`src/rtl/player_datapath.sv`:
```
// Player sprite datapath: 8x8 sprite pixel scanner plus vertical jump/gravity
// motion state machine. Produces one sprite pixel (x, y, colour) per cycle.
module player_datapath #(
  parameter logic [7:0] PLAYER_X      = 8'd20,
  parameter logic [6:0] GROUND_Y      = 7'd100,
  parameter logic [6:0] JUMP_STEP     = 7'd4,
  parameter logic [6:0] FALL_STEP     = 7'd2,
  parameter logic [6:0] JUMP_MAX      = 7'd32,
  parameter logic [2:0] PLAYER_COLOUR = 3'b110
) (
  input  logic       clk,
  input  logic       reset,
  input  logic       clear,
  input  logic       drawC,
  input  logic       enableCountXC,
  input  logic       countUp,
  input  logic       countDown,
  output logic [7:0] x_out,
  output logic [6:0] y_out,
  output logic [2:0] colour_out,
  output logic       doneC,
  output logic       ground
);

  localparam logic [1:0] GROUNDED = 2'd0;
  localparam logic [1:0] RISING   = 2'd1;
  localparam logic [1:0] FALLING  = 2'd2;

  logic [5:0] r_offset;
  logic [6:0] r_y_pos;
  logic [6:0] r_rise;
  logic [1:0] r_state;
  logic [1:0] w_next_state;

  logic [2:0] w_col;
  logic [2:0] w_row;
  logic [7:0] w_rise_sum;
  logic       w_can_rise;
  logic [6:0] w_y_up;
  logic [6:0] w_y_down;
  logic       w_landing;
  logic       w_rst;

  // Moving up the screen decreases y; never wrap below row 0.
  function automatic logic [6:0] sat_sub(input logic [6:0] a, input logic [6:0] b);
    return (a < b) ? 7'd0 : (a - b);
  endfunction

  // Moving down the screen increases y; stop exactly at the ground row.
  function automatic logic [6:0] clamp_add(input logic [6:0] a, input logic [6:0] b,
                                           input logic [6:0] lim);
    logic [7:0] s;
    s = {1'b0, a} + {1'b0, b};
    return (s >= {1'b0, lim}) ? lim : s[6:0];
  endfunction

  assign w_rst      = reset | clear;
  assign w_col      = r_offset[2:0];
  assign w_row      = r_offset[5:3];
  assign w_rise_sum = {1'b0, r_rise} + {1'b0, JUMP_STEP};
  assign w_can_rise = (w_rise_sum <= {1'b0, JUMP_MAX});
  assign w_y_up     = sat_sub(r_y_pos, JUMP_STEP);
  assign w_y_down   = clamp_add(r_y_pos, FALL_STEP, GROUND_Y);
  assign w_landing  = (w_y_down == GROUND_Y);

  // Sprite pixel offset: scans the 8x8 sprite, wrapping 63 -> 0.
  always_ff @(posedge clk) begin
    if (w_rst)
      r_offset <= 6'd0;
    else if (enableCountXC)
      r_offset <= r_offset + 6'd1;
  end

  // Pixel address/colour; eyes at row 1, cols 2 and 5 stay black.
  always_comb begin
    x_out      = PLAYER_X + {5'b0, w_col};
    y_out      = r_y_pos + {4'b0, w_row};
    doneC      = (r_offset == 6'd63);
    colour_out = 3'b000;
    if (drawC && !((w_row == 3'd1) && ((w_col == 3'd2) || (w_col == 3'd5))))
      colour_out = PLAYER_COLOUR;
  end

  // Motion state register.
  always_ff @(posedge clk) begin
    if (w_rst)
      r_state <= GROUNDED;
    else
      r_state <= w_next_state;
  end

  // Motion next state; countUp wins over countDown when both are high.
  always_comb begin
    w_next_state = r_state;
    case (r_state)
      GROUNDED: if (countUp) w_next_state = RISING;
      RISING: begin
        if (countUp)
          w_next_state = w_can_rise ? RISING : FALLING;
        else if (countDown)
          w_next_state = w_landing ? GROUNDED : FALLING;
      end
      FALLING: begin
        if (!countUp && countDown)
          w_next_state = w_landing ? GROUNDED : FALLING;
      end
      default: w_next_state = GROUNDED;
    endcase
  end

  // Motion outputs: ground flag decoded from the registered state.
  always_comb begin
    ground = (r_state == GROUNDED);
  end

  // Vertical position and accumulated rise for the current jump.
  always_ff @(posedge clk) begin
    if (w_rst) begin
      r_y_pos <= GROUND_Y;
      r_rise  <= 7'd0;
    end else if (countUp) begin
      if ((r_state == GROUNDED) || ((r_state == RISING) && w_can_rise)) begin
        r_y_pos <= w_y_up;
        r_rise  <= w_rise_sum[6:0];
      end
    end else if (countDown && (r_state != GROUNDED)) begin
      r_y_pos <= w_y_down;
      if (w_landing)
        r_rise <= 7'd0;
    end
  end

endmodule
```
`config.mk`:
```
export PLATFORM = sky130hd
export DESIGN_NAME = player_datapath
export DESIGN_NICKNAME = d
export VERILOG_FILES = /design/src/rtl/player_datapath.sv
export SDC_FILE = /design/constraint.sdc
export NUM_CORES = 1
export LEC_CHECK = 0
export CELL_PAD_IN_SITES_DETAIL_PLACEMENT = 0
export CELL_PAD_IN_SITES_GLOBAL_PLACEMENT = 1
export CORE_ASPECT_RATIO = 0.8
export CORE_MARGIN = 3
export CORE_UTILIZATION = 35
export DETAILED_ROUTE_END_ITERATION = 7
export GPL_ROUTABILITY_DRIVEN = 0
export PLACE_DENSITY = 0.82
export SETUP_SLACK_MARGIN = 0.5
export SLEW_MARGIN = 15
export SYNTH_ARGS = -nofsm -noshare
export SYNTH_HDL_FRONTEND = slang
export SYNTH_SLANG_ARGS = --single-unit
```
`constraint.sdc`:
```
create_clock -name clk -period 2.2 [get_ports clk]
set_clock_uncertainty 0.1 [all_clocks]
set_input_delay 0.55 -clock clk [delete_from_list [all_inputs] [get_ports clk]]
set_output_delay 0.55 -clock clk [all_outputs]
set_load 0.02 [all_outputs]
```
==> run summary <==
The flow ran to the end, but the final reports show violations. The checks that failed: negative setup slack. After synthesis the netlist holds a flip-flop and latch count of 20. The wire length of the first global-routing pass came out at 7330 um. The root buffer cell chosen for the clock tree is sky130_fd_sc_hd__clkbuf_8. The total overflow left after global routing is 0.

The mean cell area of the mapped netlist came out at 7.98 um2. The run gives 1590 um2 as the cell area after synthesis. The die is 66.2 um tall. Timing would allow up to 390 MHz. TritonCTS built the clock tree. The kind of capture point of the worst setup path was an output pin.

The tools report the number of cell rows as 21. The synthesized instance count is 199. Slowest cell on the critical path: sky130_fd_sc_hd__dfxtp_2.

Before antenna repair, the detailed router went through 4 iterations. Placed instance area: 2160 um2. The tools report the total clock buffers created by CTS as 3. The run gives 1 as the H-tree depth reported by CTS. By startpoint and endpoint, the worst setup path is classified as register to output pin. Share of cells above drive strength 1: 0.552.

The routed layout has 1697 vias. The share of the synthesized area in the top cell type came out at 0.252. The clock passes through at most 2 buffers. In the synthesized netlist the dominant register cell turns out to be sky130_fd_sc_hd__dfxtp_1. After detailed routing, the total wire length is 4870 um.

Hold timing on the final database bottoms out at a slack of 0.400 ns. In this design, the largest share of critical-path delay is due to adder cells. Final count of hold timing violations: 0. The final-layout setup total negative slack is -0.889 ns. The area growth from synthesis to layout is 67.9%. The initial standard-cell utilization of the core was 0.371; the count of yosys warnings during synthesis was 0. Input and output buffers added on the ports amount to 21.

0 antenna diodes ended up in the layout. The least setup slack across all paths after layout was -0.364 ns; the number of max-cap violations was 0. For the register area share after synthesis, the log shows 0.252. The hold buffer count at CTS was 0. The violation count after the first detailed-routing iteration was 108; the total power divided by cell area was 310 nW/um2.

The sort of element at the start of the critical path is a register. The logs give 0.623 for the final cell utilization of the core and 0 for the number of antenna violations at the first check in global routing. The logs give -0.508 ns for the worst-case setup slack after placement and 4280 um2 for the area of the core.

After legalization and detailed placement, the total HPWL measured 3200 um. The clock drives 20 sinks. The final number of max-transition violations is 0, and the net count of the finished layout is 289. The final cycle utilization of the critical path is 1.17, and the post-layout instance area is 2670 um2. The die covers 5390 um2. Entering global routing, the biggest net connects 12 pins. The leakage power was 1.09 nW; the insertion delay to the later sink of the worst-skew pair was 0.27 ns.

Clock slew at the register clock pins of the worst setup and hold paths: 0.09 ns. The share of synthesized flip-flops with an asynchronous set or reset is 0, and the data arrival time at the worst-slack endpoint is 1.91 ns. Traced cell by cell, the critical path runs through ha_4 > inv_2 > fa_2 > nor2b_1 > o21ai_2 > nor3_2 > xor2_1 > buf_4. The via count of the first global-routing pass came out at 1497. Summing internal, switching and leakage power gives 0.828 mW.

The synthesized netlist contains 54 unique library cells. The average wire per standard cell was 14.9 um. The min-delay analysis places its worst path in the category register to register.

Once detail routing completed, the nets flagged for antenna violations numbered 0. The die boundary width is 81.3 um. The total global-route track usage is 0.180, and the number of primary I/O pins is 27.

On the worst path, the slowest cell contributes a delay of 0.37 ns. The number of vias per cell after detailed routing came out at 5.19. Setup repair after global routing could not meet its margin everywhere. Excluding fillers, the count of instances in the completed layout stands at 327. In this run the worst path has a maximum fanout of 2.

The worst path in the final design needs a cycle of 2.56 ns, including I/O delays and setup. STA puts the critical path data required time at 1.55 ns. After detailed routing, the number of remaining DRC violations is 0. In this run, placement finished with an instance count of 304. Peak supply drop: 0.249 mV. The critical path contains buffers and inverters numbering 2 combined. The number of enable flip-flop cells after synthesis is 0, and the number of setup violations in the final report is 5. In the post-synthesis netlist, the biggest area contributors are sky130_fd_sc_hd__dfxtp_1, sky130_fd_sc_hd__ha_1, sky130_fd_sc_hd__buf_4. Of all cell types, the one taking the most synthesized area is sky130_fd_sc_hd__dfxtp_1.
==> worst reg2reg max path: cells and delay by family, from the launching register on <==
kind,cells,cell delay [ns]
AO/OA/AOI/OAI,3,0.35
flip-flops,1,0.34
AND/OR/NAND/NOR,3,0.94
buffers and inverters,2,0.24
adder cells (fa/ha/maj),1,0.17
==> power breakdown <==
group	internal, mW	switching (mW)
registers	0.365	0.00603
logic	0.0907	0.0990
clock network	0.129	0.138
==> worst paths after layout <==
check | depth (start not counted) | slack (ns) | startpoint | endpoint
setup / recovery | 8 | -0.36 | r_y_pos[0] | y_out[6]
hold / removal | 2 | 0.40 | r_offset[1] | r_offset[1]
setup reg to reg | 9 | 0.01 | r_y_pos[2] | r_rise[5]
hold reg to reg | 2 | 0.40 | r_offset[1] | r_offset[1]
==> timing repair <==
item,CTS,global route
gates resized for setup,126,26
pin swaps,28,12
endpoints found under the setup margin,29,26
cloned,0,0
buffers inserted,12,7
==> layer usage <==
metal  global-route usage  up-vias  wire, um
li1                     -      835         -
met1                0.245      800      2150
met2                0.295       60      2400
met3               0.0286        2       277
met4               0.0422        0        40
met5                    0        -         0
==> logic make-up after synthesis <==
logic type | share of synthesized area
simple gates | 0.262
compound gates | 0.192
buf+inv | 0.103
flops | 0.252
xor+xnor | 0.0820
fa+ha+maj | 0.0914
other cells | 0.00473
mux | 0.0134
==> flip-flops by register name, indices dropped and copies added (netlist names) <==
register / cells
r_state: 2
r_y_pos: 7
r_rise: 5
r_offset: 6
==> cell usage in the layout, fill, tap and decap left out, drive strengths merged, types with 3 or more instances in the layout <==
cell           netlist  routed
conb                 2       5
o21ai                8       8
buf                 13      73
nor2b                4       4
xnor2                8       8
clkdlybuf4s50        0       5
dfxtp               20      20
or2                  4       4
a21o                 3       3
a211oi               3       3
nor2                17      17
ha                  10      10
and3                 3       3
nor3                10      10
a31oi                4       4
clkbuf               5       6
nand3                7       7
inv                 13      13
nand4               11      11
a21oi                7       7
xor2                 6       6
nand2               13      13
==> final cells by class <==
| class | count | area (um2) |
|---|---|---|
| multi-input combinational | 151 | 1380 |
| fill | 357 | 1620 |
| sequential | 20 | 422 |
| timing repair buffer | 82 | 698 |
| tap | 57 | 71.3 |
| inverter | 13 | 48.8 |
| clock buffer | 4 | 45.0 |
==> cell usage after synthesis, types with 2 or more instances <==
master,instances
sky130_fd_sc_hd__a31oi_1,4
sky130_fd_sc_hd__a221o_1,2
sky130_fd_sc_hd__o21ai_0,3
sky130_fd_sc_hd__dfxtp_1,20
sky130_fd_sc_hd__nor2_1,17
sky130_fd_sc_hd__nor3_1,10
sky130_fd_sc_hd__a21o_1,3
sky130_fd_sc_hd__inv_1,12
sky130_fd_sc_hd__nor2b_1,4
sky130_fd_sc_hd__nand2_1,13
sky130_fd_sc_hd__or2_1,2
sky130_fd_sc_hd__a22o_1,2
sky130_fd_sc_hd__conb_1,2
sky130_fd_sc_hd__clkbuf_1,5
sky130_fd_sc_hd__and3_1,3
sky130_fd_sc_hd__buf_4,10
sky130_fd_sc_hd__xor2_1,5
sky130_fd_sc_hd__nand3_1,7
sky130_fd_sc_hd__xnor2_1,8
sky130_fd_sc_hd__a211oi_1,2
sky130_fd_sc_hd__o21ai_1,5
sky130_fd_sc_hd__a21oi_1,6
sky130_fd_sc_hd__buf_2,2
sky130_fd_sc_hd__o31a_1,2
sky130_fd_sc_hd__ha_1,10
sky130_fd_sc_hd__or2_2,2
sky130_fd_sc_hd__nand4_1,11
(Power assumes the default switching activity.)
